`src/rtl/cal_builder_pkg.sv`:
```
// rtl/cal_builder_pkg.sv - shared calibration constants, FSM encodings and address helpers
package cal_builder_pkg;

  localparam int CAL_W         = 16;
  localparam int CAL_FRAC_BITS = 10;
  localparam int MULT_MAX      = 32767;

  localparam logic [3:0] ST_IDLE     = 4'd0;
  localparam logic [3:0] ST_ACCUM    = 4'd1;
  localparam logic [3:0] ST_AVG      = 4'd2;
  localparam logic [3:0] ST_WR_SHIFT = 4'd3;
  localparam logic [3:0] ST_DIFF     = 4'd4;
  localparam logic [3:0] ST_DIV      = 4'd5;
  localparam logic [3:0] ST_CHECK    = 4'd6;
  localparam logic [3:0] ST_WR_MULT  = 4'd7;
  localparam logic [3:0] ST_FIN      = 4'd8;

  typedef enum logic {
    PT_ZERO = 1'b0,
    PT_REF  = 1'b1
  } cal_point_e;

  // cal_mem layout: even word = shift, odd word = multiply
  function automatic logic [3:0] shift_addr(input logic [2:0] ch);
    return {ch, 1'b0};
  endfunction

  function automatic logic [3:0] mult_addr(input logic [2:0] ch);
    return {ch, 1'b1};
  endfunction

endpackage

```
`src/rtl/cal_builder_if.sv`:
```
// rtl/cal_builder_if.sv - command/status and cal_mem write port bundle
interface cal_builder_if #(
  parameter int W = 16
) ();

  logic         cmd_start;
  logic         cmd_point;
  logic [2:0]   ch_sel;
  logic [W-1:0] cal_target;
  logic         busy;
  logic         done;
  logic         err;
  logic         wr_en;
  logic [3:0]   wr_addr;
  logic [W-1:0] wr_data;

  modport master (
    output cmd_start, cmd_point, ch_sel, cal_target,
    input  busy, done, err, wr_en, wr_addr, wr_data
  );

  modport slave (
    input  cmd_start, cmd_point, ch_sel, cal_target,
    output busy, done, err, wr_en, wr_addr, wr_data
  );

endinterface

```
`src/rtl/cal_builder_divu.sv`:
```
// rtl/cal_builder_divu.sv - 32-bit restoring unsigned divider, one quotient bit per cycle
module cal_divu (
  input  logic        i_clk,
  input  logic        i_rst,
  input  logic        i_start,
  input  logic [31:0] i_num,
  input  logic [31:0] i_den,
  output logic        o_busy,
  output logic        o_last,
  output logic        o_valid,
  output logic [31:0] o_quo
);

  logic [31:0] r_rem;
  logic [31:0] r_quo;
  logic [31:0] r_den;
  logic [4:0]  r_cnt;
  logic        r_busy;
  logic        r_valid;
  logic [32:0] w_shift;
  logic [32:0] w_trial;

  // Dividend bits shift out of the quotient register into the remainder
  assign w_shift = {r_rem, r_quo[31]};
  assign w_trial = w_shift - {1'b0, r_den};

  always_ff @(posedge i_clk) begin
    if (i_rst) begin
      r_rem   <= '0;
      r_quo   <= '0;
      r_den   <= '0;
      r_cnt   <= '0;
      r_busy  <= 1'b0;
      r_valid <= 1'b0;
    end else if (i_start) begin
      r_rem   <= '0;
      r_quo   <= i_num;
      r_den   <= i_den;
      r_cnt   <= '0;
      r_busy  <= 1'b1;
      r_valid <= 1'b0;
    end else if (r_busy) begin
      if (!w_trial[32]) begin
        r_rem <= w_trial[31:0];
        r_quo <= {r_quo[30:0], 1'b1};
      end else begin
        r_rem <= w_shift[31:0];
        r_quo <= {r_quo[30:0], 1'b0};
      end
      r_cnt <= r_cnt + 5'd1;
      if (r_cnt == 5'd31) begin
        r_busy  <= 1'b0;
        r_valid <= 1'b1;
      end
    end
  end

  assign o_busy  = r_busy;
  assign o_last  = r_busy && (r_cnt == 5'd31);
  assign o_valid = r_valid;
  assign o_quo   = r_quo;

endmodule

```
`src/rtl/cal_builder.sv`:
```
// rtl/cal_builder.sv - runtime calibration coefficient generator writing shift/mult words to cal_mem
module cal_builder
  import cal_builder_pkg::*;
#(
  parameter int W        = CAL_W,
  parameter int AVG_LOG2 = 8
) (
  input  logic         i_clk,
  input  logic         i_rst,
  input  logic         i_sample_clk,
  input  logic [W-1:0] i_in0,
  input  logic [W-1:0] i_in1,
  input  logic [W-1:0] i_in2,
  input  logic [W-1:0] i_in3,
  input  logic [W-1:0] i_in4,
  input  logic [W-1:0] i_in5,
  input  logic [W-1:0] i_in6,
  input  logic [W-1:0] i_in7,
  cal_builder_if.slave cal_bus
);

  localparam int AW = W + AVG_LOG2;

  logic [3:0]          r_state;
  logic                r_sample_d;
  logic [2:0]          r_ch;
  cal_point_e          r_point;
  logic [W-1:0]        r_target;
  logic [AW-1:0]       r_acc;
  logic [AVG_LOG2-1:0] r_cnt;
  logic [W-1:0]        r_avg;
  logic [W-1:0]        r_lo [8];
  logic [7:0]          r_lo_valid;
  logic                r_err;

  logic                w_edge;
  logic [W-1:0]        w_in_sel;
  logic [W-1:0]        w_lo_sel;
  logic                w_sub;
  logic [AW-1:0]       w_add_a;
  logic [AW-1:0]       w_add_b;
  logic [AW-1:0]       w_sum;
  logic [W-1:0]        w_avg;
  logic [W:0]          w_diff;
  logic                w_diff_bad;
  logic [31:0]         w_num;
  logic [31:0]         w_den;
  logic                w_div_start;
  logic                w_div_busy;
  logic                w_div_last;
  logic                w_div_valid;
  logic [31:0]         w_quo;
  logic                w_quo_big;

  assign w_edge = i_sample_clk & ~r_sample_d;

  always_comb begin
    w_in_sel = i_in0;
    case (r_ch)
      3'd1:    w_in_sel = i_in1;
      3'd2:    w_in_sel = i_in2;
      3'd3:    w_in_sel = i_in3;
      3'd4:    w_in_sel = i_in4;
      3'd5:    w_in_sel = i_in5;
      3'd6:    w_in_sel = i_in6;
      3'd7:    w_in_sel = i_in7;
      default: w_in_sel = i_in0;
    endcase
  end

  assign w_lo_sel = r_lo[r_ch];

  // Single adder: accumulate in ACCUM, avg - lo (two's complement) in DIFF
  always_comb begin
    w_sub = (r_state == ST_DIFF);
    if (w_sub) begin
      w_add_a = {{AVG_LOG2{r_avg[W-1]}}, r_avg};
      w_add_b = ~{{AVG_LOG2{w_lo_sel[W-1]}}, w_lo_sel};
    end else begin
      w_add_a = r_acc;
      w_add_b = {{AVG_LOG2{w_in_sel[W-1]}}, w_in_sel};
    end
  end

  assign w_sum = w_add_a + w_add_b + {{(AW-1){1'b0}}, w_sub};

  // Slicing the accumulator is the arithmetic shift right, so it floors
  assign w_avg      = r_acc[AVG_LOG2 +: W];
  assign w_diff     = w_sum[W:0];
  assign w_diff_bad = w_diff[W] | (w_diff == '0) | r_target[W-1] | (r_target == '0);
  assign w_num      = {{(32-W){1'b0}}, r_target} << CAL_FRAC_BITS;
  assign w_den      = {{(31-W){1'b0}}, w_diff};
  assign w_div_start = (r_state == ST_DIFF) && !w_diff_bad;
  assign w_quo_big  = (w_quo > 32'(MULT_MAX));

  cal_divu u_divu (
    .i_clk   (i_clk),
    .i_rst   (i_rst),
    .i_start (w_div_start),
    .i_num   (w_num),
    .i_den   (w_den),
    .o_busy  (w_div_busy),
    .o_last  (w_div_last),
    .o_valid (w_div_valid),
    .o_quo   (w_quo)
  );

  always_ff @(posedge i_clk) begin
    if (i_rst) begin
      r_state    <= ST_IDLE;
      r_sample_d <= 1'b0;
      r_ch       <= '0;
      r_point    <= PT_ZERO;
      r_target   <= '0;
      r_acc      <= '0;
      r_cnt      <= '0;
      r_avg      <= '0;
      r_lo_valid <= '0;
      r_err      <= 1'b0;
      for (int i = 0; i < 8; i++) r_lo[i] <= '0;
    end else begin
      r_sample_d <= i_sample_clk;
      r_err      <= 1'b0;
      case (r_state)
        ST_IDLE: begin
          if (cal_bus.cmd_start) begin
            if (cal_bus.cmd_point && !r_lo_valid[cal_bus.ch_sel]) begin
              r_err <= 1'b1;
            end else begin
              r_ch     <= cal_bus.ch_sel;
              r_point  <= cal_point_e'(cal_bus.cmd_point);
              r_target <= cal_bus.cal_target;
              r_acc    <= '0;
              r_cnt    <= '0;
              r_state  <= ST_ACCUM;
            end
          end
        end
        ST_ACCUM: begin
          if (w_edge) begin
            r_acc <= w_sum;
            r_cnt <= r_cnt + AVG_LOG2'(1);
            if (r_cnt == '1) r_state <= ST_AVG;
          end
        end
        ST_AVG: begin
          r_avg <= w_avg;
          if (r_point == PT_ZERO) begin
            r_lo[r_ch]       <= w_avg;
            r_lo_valid[r_ch] <= 1'b1;
            r_state          <= ST_WR_SHIFT;
          end else begin
            r_state <= ST_DIFF;
          end
        end
        ST_WR_SHIFT: r_state <= ST_FIN;
        ST_DIFF: begin
          if (w_diff_bad) begin
            r_err   <= 1'b1;
            r_state <= ST_IDLE;
          end else begin
            r_state <= ST_DIV;
          end
        end
        ST_DIV: begin
          if (w_div_last || !w_div_busy) r_state <= ST_CHECK;
        end
        ST_CHECK: begin
          if (w_quo_big || !w_div_valid) begin
            r_err   <= 1'b1;
            r_state <= ST_IDLE;
          end else begin
            r_state <= ST_WR_MULT;
          end
        end
        ST_WR_MULT: r_state <= ST_FIN;
        ST_FIN:     r_state <= ST_IDLE;
        default:    r_state <= ST_IDLE;
      endcase
    end
  end

  assign cal_bus.busy    = (r_state != ST_IDLE) && (r_state != ST_FIN);
  assign cal_bus.done    = (r_state == ST_FIN);
  assign cal_bus.err     = r_err;
  assign cal_bus.wr_en   = (r_state == ST_WR_SHIFT) || (r_state == ST_WR_MULT);
  assign cal_bus.wr_addr = (r_state == ST_WR_SHIFT) ? shift_addr(r_ch) :
                           (r_state == ST_WR_MULT)  ? mult_addr(r_ch)  : 4'd0;
  assign cal_bus.wr_data = (r_state == ST_WR_SHIFT) ? r_avg :
                           (r_state == ST_WR_MULT)  ? w_quo[W-1:0] : '0;

endmodule

```
`src/flat_wrapper.sv`:
```
// flat-port wrapper written by rule: the top's interface ports become plain ports
module cal_builder_flat import cal_builder_pkg::*;
#(
  parameter int W        = CAL_W,
  parameter int AVG_LOG2 = 8
)
  (i_clk, i_rst, i_sample_clk, i_in0, i_in1, i_in2, i_in3, i_in4, i_in5, i_in6, i_in7, cal_bus_cmd_start, cal_bus_cmd_point, cal_bus_ch_sel, cal_bus_cal_target, cal_bus_busy, cal_bus_done, cal_bus_err, cal_bus_wr_en, cal_bus_wr_addr, cal_bus_wr_data);
  cal_builder_if #(.W(W)) cal_bus_i ();
  input  logic i_clk;
  input  logic i_rst;
  input  logic i_sample_clk;
  input  logic [W-1:0] i_in0;
  input  logic [W-1:0] i_in1;
  input  logic [W-1:0] i_in2;
  input  logic [W-1:0] i_in3;
  input  logic [W-1:0] i_in4;
  input  logic [W-1:0] i_in5;
  input  logic [W-1:0] i_in6;
  input  logic [W-1:0] i_in7;
  input wire logic [$bits(cal_bus_i.cmd_start)-1:0] cal_bus_cmd_start;
  input wire logic [$bits(cal_bus_i.cmd_point)-1:0] cal_bus_cmd_point;
  input wire logic [$bits(cal_bus_i.ch_sel)-1:0] cal_bus_ch_sel;
  input wire logic [$bits(cal_bus_i.cal_target)-1:0] cal_bus_cal_target;
  output wire logic [$bits(cal_bus_i.busy)-1:0] cal_bus_busy;
  output wire logic [$bits(cal_bus_i.done)-1:0] cal_bus_done;
  output wire logic [$bits(cal_bus_i.err)-1:0] cal_bus_err;
  output wire logic [$bits(cal_bus_i.wr_en)-1:0] cal_bus_wr_en;
  output wire logic [$bits(cal_bus_i.wr_addr)-1:0] cal_bus_wr_addr;
  output wire logic [$bits(cal_bus_i.wr_data)-1:0] cal_bus_wr_data;
  assign cal_bus_i.cmd_start = cal_bus_cmd_start;
  assign cal_bus_i.cmd_point = cal_bus_cmd_point;
  assign cal_bus_i.ch_sel = cal_bus_ch_sel;
  assign cal_bus_i.cal_target = cal_bus_cal_target;
  assign cal_bus_busy = cal_bus_i.busy;
  assign cal_bus_done = cal_bus_i.done;
  assign cal_bus_err = cal_bus_i.err;
  assign cal_bus_wr_en = cal_bus_i.wr_en;
  assign cal_bus_wr_addr = cal_bus_i.wr_addr;
  assign cal_bus_wr_data = cal_bus_i.wr_data;
  cal_builder #(.W(W), .AVG_LOG2(AVG_LOG2)) u_core (.i_clk(i_clk), .i_rst(i_rst), .i_sample_clk(i_sample_clk), .i_in0(i_in0), .i_in1(i_in1), .i_in2(i_in2), .i_in3(i_in3), .i_in4(i_in4), .i_in5(i_in5), .i_in6(i_in6), .i_in7(i_in7), .cal_bus(cal_bus_i));
endmodule
```
`config.mk`:
```
export PLATFORM = sky130hd
export DESIGN_NAME = cal_builder_flat
export DESIGN_NICKNAME = d
export VERILOG_FILES = /design/src/rtl/cal_builder_pkg.sv /design/src/rtl/cal_builder_if.sv /design/src/rtl/cal_builder_divu.sv /design/src/rtl/cal_builder.sv /design/src/flat_wrapper.sv
export SDC_FILE = /design/constraint.sdc
export NUM_CORES = 1
export LEC_CHECK = 0
export CORE_ASPECT_RATIO = 1.75
export CORE_MARGIN = 2
export CORE_UTILIZATION = 52
export DETAILED_ROUTE_END_ITERATION = 10
export MAX_ROUTING_LAYER = met4
export PLACE_DENSITY = 0.83
export SLEW_MARGIN = 20
export SYNTH_ARGS = -nofsm -noshare
export SYNTH_HDL_FRONTEND = slang
export SYNTH_SLANG_ARGS = --single-unit
```
`constraint.sdc`:
```
create_clock -name i_clk -period 5 [get_ports i_clk]
set_input_delay 0.5 -clock i_clk [delete_from_list [all_inputs] [get_ports i_clk]]
set_output_delay 0.5 -clock i_clk [all_outputs]
set_load 0.01 [all_outputs]
```
==> impl_results.md, run 1 <==
- WP data arrival: 5.18 ns
- H-tree Lvls: 1
- Hold_buf cts: 0
- Minimum clock period: 4.73 ns
- # diodes: 0
- Reg area: 0.00732 mm2
- Pre-CTS setup slack: -0.221 ns
- Area Overhead vs Synth: 21.7%
- Setup WS post-layout: 0.271 ns
- Crit path cell chain: buf_4 -> mux2i_1 -> o21ai_0 -> a21oi_1 -> nor2_1 -> o21ai_0 -> a21oi_1 -> ha_1 -> a21oi_1 -> xnor2_1 -> or4_1 -> a21oi_1 -> nand4_1 -> buf_4 -> nor4_4 -> buf_4 -> buf_4 -> nor3_1 -> a211oi_1
- Final setup fails: 0
- CTS Root Cell: clkbuf_16
- Peak VDD IR: 296 uV
- Slew headroom: 37.8%
- Mean Syn Cell Area: 9.66 um2
- Filler cells: 2500
- R2R depth: 19
- Total GRT Usage: 30.4%
- Cell variety after synth: 76
- Vias per inst: 6.09
- Core Area: 0.0314 mm2
- Initial core utilization: 52.5%
- Top_reg_cell synth: dfxtp_1
- Number of flops mapped to enable cells by yosys: 128
- Final WL: 49900 um
- Setup TNS: 0 ns
- Final slew viol count: 0
- #FFs+latches synth: 301
- Critical Path RT: 5.45 ns
- CP max FO: 15
- Nets: 2092
- Antenna violations before repair: 0
- DPL Wire Length: 36600 um
- Final core utilization: 63.9%
- Vias in the first global route: 14353
- Die Area: 0.0332 mm2
- Syn. warnings: 0
- Most frequent cells in the layout: nand2_1 (183), clkdlybuf4s50_1 (174), dfxtp_1 (168)
- DRC Markers: 0
- Tightest Pin Transition: 0.933 ns
- Grt ovf: 0
- Max Cap Violations: 0
- Via count: 14071
- Commonest non-fill, non-tap cell in the layout: nand2_1
- Clock-pin transition on the worst setup and hold timing paths: 0.07 ns
- Antenna Nets Post-Route: 0
- Hold path cells: 2
- FF-to-FF setup slack: 0.27 ns
- # IOs: 176
- Kind of critical path: register to register
- Iter 0 DRT Violations: 723
- Gate Count Post-Synth: 1709
- Die width: 139 um
- Min-Delay Path Class: primary input to register
- Final worst path period share: 94.6%
- WP buf/inv: 4
- Mapped cell area: 0.0165 mm2
- Ys async rst share: 0%
- Worst setup SP type: register
- CP max stage delay: 0.45 ns
- DRT Pass-1 Iters: 5
- Cell count along the critical path: 19
- TritonCTS clock tree: built
- Power Dens Cells: 278 mW/mm2
- Fmax achieved: 0.211 GHz
- Routed length per instance: 21.6 um
- Hold Fails Final Rpt: 0
- First-pass GRT wire length: 76800 um
- Slowest-stage cell, CP: o21ai_0
- Die Y: 240 um
- Clock sink count: 301
- RSZ-0062 raised after global routing: no
- Largest net degree at the start of global routing: 68
- Status: finished, final reports clean
- Share of layout cells above drive strength 1: 12.5%
- Syn_nets: 1906
- Number of core rows: 86
- Clock Latency Late Sink: 0.56 ns
- Gpl congestion: 1.02
- Final clock skew: 0.00819 ns
- Leak pwr: 7.44 nW
- Crit end category: register
- Seq/Total Area, Yosys: 44.3%
- CTS Buf Count: 28
- Max Root-Sink Buffers: 3
- Total power: 5.59 mW
- Area occupied by multi-input gates: 0.00864 mm2
- Delay-heaviest family, CP: compound AO/OA/AOI/OAI gates
- I/O Buffers: 175
through the flow:
step | std cells | cell area, um2 | hold WS (ns)
after floorplan | 1709 | 16500 | 0.420
after global placement | 2253 | 19100 | 0.430
after detailed placement | 2253 | 19100 | 0.437
after CTS | 2304 | 20000 | 0.344
after global routing | 2312 | 20100 | 0.373
final | 2312 | 20100 | 0.365
flip-flops by register name, summed over array words and instances (netlist names), named ones only:
name and count:
u_core.r_acc 24, u_core.u_divu.r_rem 32, u_core.u_divu.o_quo 32, u_core.r_lo 128, u_core.r_point 1, u_core.u_divu.o_valid 1, u_core.cal_bus.err 1, u_core.r_ch 3
u_core.r_target 16, u_core.u_divu.r_den 17, u_core.r_avg 16, u_core.r_cnt 8, u_core.r_sample_d 1, u_core.r_lo_valid 8, u_core.u_divu.o_busy 1, u_core.u_divu.r_cnt 5
u_core.r_state 4
repair_timing:
item / in CTS / in global routing
hold endpoints to repair: 0 / 0
endpoints found under the setup margin: 10 / 91
cloned: 0 / 0
buffers inserted: 0 / 8
gates resized for setup: 2 / 23
pin swaps: 0 / 2
cell type report:
class / instances / area share (%)
Clock buffer: 39 / 4.05
Timing Repair Buffer: 278 / 12.9
Clock inverter: 12 / 0.436
Tap cell: 396 / 2.47
Inverter: 37 / 0.710
Sequential cell: 301 / 36.5
Multi-Input combinational cell: 1249 / 43.0
kinds of logic (layout without fill, tap and decap cells):
kind of cell    count (synthesis)  count (layout)  share of synthesized area [%]
compound gates                349             349                           13.6
xor+xnor                       63              63                           3.46
fa+ha+maj                      45              45                           3.55
buf+inv                       159             366                           3.90
flops                         301             301                           44.3
mux                           143             143                           12.0
simple gates                  649             649                           19.2
power by group:
part	internal (mW)	switching [mW]	total, mW
clock network	1.18	0.931	2.11
registers	2.61	0.0419	2.65
logic	0.395	0.434	0.829
cell usage after synthesis, drive strengths merged, types with 5 or more instances:
master    n  area share [%]
clkbuf   96             2.2
nand2   184             4.2
edfxtp  128              23
o32ai     6            0.32
nand3b    8            0.36
or4       7            0.36
o211ai   10            0.45
buf      26            0.88
nand4     5            0.19
mux2i    94             5.8
and2    137             5.2
a211oi   51             2.3
or2      11            0.42
inv      34            0.77
dfxtp   173              21
o21ai    52             1.6
o22ai    12            0.45
mux2      7            0.48
mux4     42             5.7
nor4     16            0.74
o21a     10            0.45
nand2b   13            0.49
a311oi    5            0.27
a22oi    10            0.45
a21o     14            0.64
xor2     17            0.90
a21oi   123             3.7
nor3     40             1.2
a22o     18            0.96
or3      11            0.42
xnor2    46             2.6
ha       42             3.2
nand3    29            0.88
nor2    163             3.7
a31oi     5            0.19
nor2b    14            0.53
final timing paths:
check	start	end
worst max-delay path	u_core.r_ch[1]	u_core.u_divu.o_quo[15]
worst min-delay path	i_rst	u_core.r_target[3]
worst max register to register	u_core.r_ch[1]	u_core.u_divu.o_quo[15]
worst min register to register	u_core.u_divu.r_den[16]	u_core.u_divu.r_den[16]
metal layers:
layer	vias up	GRT usage (%)	part of all wire, %
li1	6491	-	-
met1	6776	30.8	34
met2	612	55.4	53
met3	192	3.06	6.0
met4	0	20.0	7.4
met5	-	-	0
(Power assumes the default switching activity.)
==> run 2, diff against run 1 <==
--- a/config.mk
+++ b/config.mk
@@ -7,11 +7,12 @@
 export LEC_CHECK = 0
 export CORE_ASPECT_RATIO = 1.75
 export CORE_MARGIN = 2
-export CORE_UTILIZATION = 52
+export CORE_UTILIZATION = 43
 export DETAILED_ROUTE_END_ITERATION = 10
 export MAX_ROUTING_LAYER = met4
-export PLACE_DENSITY = 0.83
+export PLACE_DENSITY = 0.72
 export SLEW_MARGIN = 20
 export SYNTH_ARGS = -nofsm -noshare
 export SYNTH_HDL_FRONTEND = slang
 export SYNTH_SLANG_ARGS = --single-unit
+export TNS_END_PERCENT = 20
==> impl_results.md, run 2 (synthesis gave the netlist of run 1 again) <==
- DPL Wire Length: 37400 um (+2.0%)
- Leak pwr: 7.46 nW (+0.33%)
- Die width: 152 um (+9.7%)
- Slew headroom: 28.8% (-9.0 points)
- Power Dens Cells: 282 mW/mm2 (+1.3%)
- TritonCTS clock tree: built
- Clock sink count: 301 (unchanged)
- Worst setup SP type: register
- I/O Buffers: 175 (unchanged)
- Die Y: 263 um (+9.8%)
- WP data arrival: 5.14 ns (-0.04 ns)
- Slowest-stage cell, CP: fa_1
- Minimum clock period: 4.68 ns (-0.0497 ns)
- Clk network pwr share: 39.0% (+1.2 points)
- Combinational power share: 14.7% (about the same)
- Clock-pin transition on the worst setup and hold timing paths: 0.07 ns (about the same)
- Number of core rows: 95 (+10%)
- Clock Latency Late Sink: 0.58 ns (+0.02 ns)
- Fmax achieved: 0.214 GHz (+1.1%)
- FF-to-FF setup slack: 0.32 ns (+0.05 ns)
- Grt ovf: 0 (unchanged)
- Tightest Pin Transition: 1.06 ns (+0.131 ns)
- Share of layout cells above drive strength 1: 12.8% (+0.24 points)
- Via count: 13698 (-2.7%)
- Status: finished, final reports clean
- Cell mode on critical path: buf_4
- # IOs: 176 (unchanged)
- Total GRT Usage: 25.6% (-4.8 points)
- Crit path cell chain: buf_4 -> mux2i_1 -> o21ai_0 -> a21oi_1 -> nor2_1 -> o21ai_0 -> a21oi_1 -> fa_1 -> a21o_1 -> buf_4 -> a32oi_1 -> nor2b_2 -> xnor2_1 -> nor4_1 -> nand4_1 -> buf_4 -> nor4_4 -> buf_4 -> o21ai_4 -> buf_12 -> a311oi_1
- Antenna violations before repair: 1 (+1)
- CTS Root Cell: clkbuf_16
- Final clock skew: 0.0329 ns (+0.0247 ns)
- Kind of critical path: register to register
- FF-to-FF End: u_core.u_divu.r_rem[13]
- Worst Hold Launch: i_rst
- Most frequent cells in the layout: nand2_1 (182), clkdlybuf4s50_1 (174), dfxtp_1 (168)
- Final setup fails: 0 (unchanged)
- Vias in the first global route: 14156 (-1.4%)
- Initial core utilization: 43.3% (-9.3 points)
- H-tree Lvls: 1 (unchanged)
- Final WL: 50500 um (+1.2%)
- Area Overhead vs Synth: 22.7%
- R2R depth: 21 (+2)
- Max Root-Sink Buffers: 3 (unchanged)
- Antenna Nets Post-Route: 0 (unchanged)
- Hold_buf cts: 0 (unchanged)
- DP Cell Count: 2349 (+4.3%)
- Final worst path period share: 93.6% (-0.99 points)
- Core Area: 0.0382 mm2 (+21%)
- Iter 0 DRT Violations: 845 (+17%)
- Critical Path RT: 5.46 ns (about the same)
- Net Sw Frac: 25.0% (-0.10 points)
- Hold endpoint: u_core.r_acc[19]
- DRC Markers: 0 (unchanged)
- Max reg flops: 128 (unchanged)
- Hold path cells: 2 (unchanged)
- Peak VDD IR: 254 uV (-14%)
- Total power: 5.71 mW (+2.1%)
- Max Cap Violations: 0 (unchanged)
- CP max stage delay: 0.46 ns (about the same)
- Crit end category: register
- DRT Pass-1 Iters: 5 (unchanged)
- Final slew viol count: 0 (unchanged)
- Worst r2r src: u_core.r_ch[1]
- Pint: 4.28 mW (+2.3%)
- Sw Pwr: 1.43 mW (+1.7%)
- Post-Layout Cell Count: 2405 (+4.0%)
- Hold Fails Final Rpt: 0 (unchanged)
- Nets: 2094 (+0.096%)
- Commonest non-fill, non-tap cell in the layout: nand2_1
- Die Area: 0.0400 mm2 (+20%)
- Sequential group share of total power: 46.3% (-1.1 points)
- Gpl congestion: 1.07 (+5.0%)
- Routed length per instance: 21.0 um (-2.7%)
- CTS Buf Count: 28 (unchanged)
- CP max FO: 36 (+21)
- Largest net degree at the start of global routing: 93 (+37%)
- Vias per inst: 5.70 (-6.4%)
- Filler cells: 3443 (+38%)
- Largest reg by FF count: u_core.r_lo
- Min-Delay Path Class: primary input to register
- First-pass GRT wire length: 78500 um (+2.2%)
-- run 2: cell count changes in the layout (fill, tap and decap cells not counted), moves of 3 or more --
cell / delta
o21ai_0: +5
o21ai_1: -5
buf_4: +4
buf_6: -3
clkbuf_1: -3
-- run 2: worst max path at each step --
stage	from	to	slack (ns)	depth (start not counted)
3_3_place_gp	i_in6[7]	u_core.u_divu.r_den[0]	-0.09	20
4_1_cts	u_core.r_ch[0]	u_core.u_divu.o_quo[13]	0.09	20
3_5_place_dp	i_in4[7]	u_core.u_divu.r_den[2]	-0.20	20
5_1_grt	u_core.r_ch[2]	u_core.u_divu.o_quo[19]	-0.02	23
2_1_floorplan	u_core.r_ch[1]	u_core.u_divu.r_den[0]	0.04	20
6_report	u_core.r_ch[1]	u_core.u_divu.r_rem[13]	0.32	21
-- run 2: worst max-delay path, delay by kind of cell (launching register included) --
kind	cells	cell delay, ns
XOR/XNOR	1	0.10
flip-flops	1	0.44
AND/OR/NAND/NOR	5	0.87
AO/OA/AOI/OAI	8	1.59
multiplexers	1	0.18
adder cells (fa/ha/maj)	1	0.46
buffers and inverters	5	0.91
-- run 2: timing repair --
| item | CTS | global route |
|---|---|---|
| cloned | 0 | 0 |
| resized for setup | 3 | 15 |
| setup buffers | 0 | 3 |
| setup endpoints to repair | 32 | 89 |
-- run 2: metal layers --
| metal | GRT usage, % | vias up | routed length, um |
|---|---|---|---|
| li1 | - | 6507 | - |
| met1 | 26.5 | 6617 | 18200 |
| met2 | 46.3 | 411 | 26700 |
| met3 | 2.45 | 163 | 2040 |
| met4 | 16.1 | 0 | 3570 |
| met5 | - | - | 0 |
-- run 2: metrics by stage --
step | setup slack, ns | utilization, % | TNS [ns] | area [um2] | hold WS, ns
final | 0.321 | 53.1 | 0 | 20300 | 0.256
after global placement | -0.0899 | 50.4 | -0.625 | 19200 | 0.428
after floorplan | 0.0434 | - | 0 | 16500 | 0.420
after detailed placement | -0.198 | 50.4 | -5.29 | 19200 | 0.440
after CTS | 0.0916 | 52.9 | 0 | 20200 | 0.244
after global routing | -0.0211 | 53.1 | -0.0211 | 20300 | 0.270
-- run 2: area by class of cell --
cell class                 instances  area, um2  area share [%]
antenna                            1       2.50          0.0124
clock buffer                      35        788            3.89
clock inverter                    17        161           0.797
inverter                          37        144           0.710
multi-input combinational       1249       8640            42.6
sequential                       301       7320            36.1
tap                              485        607            3.00
timing repair buffer             280       2600            12.8
-- run 2: power by group through the flow --
stage / logic (mW) / registers (mW) / clock network, mW
2_1_floorplan: 0.446 / 2.68 / 0
4_1_cts: 0.833 / 2.64 / 2.25
6_report: 0.842 / 2.64 / 2.23
3_3_place_gp: 0.822 / 2.69 / 0
5_1_grt: 0.904 / 2.65 / 2.34
3_5_place_dp: 0.828 / 2.70 / 0
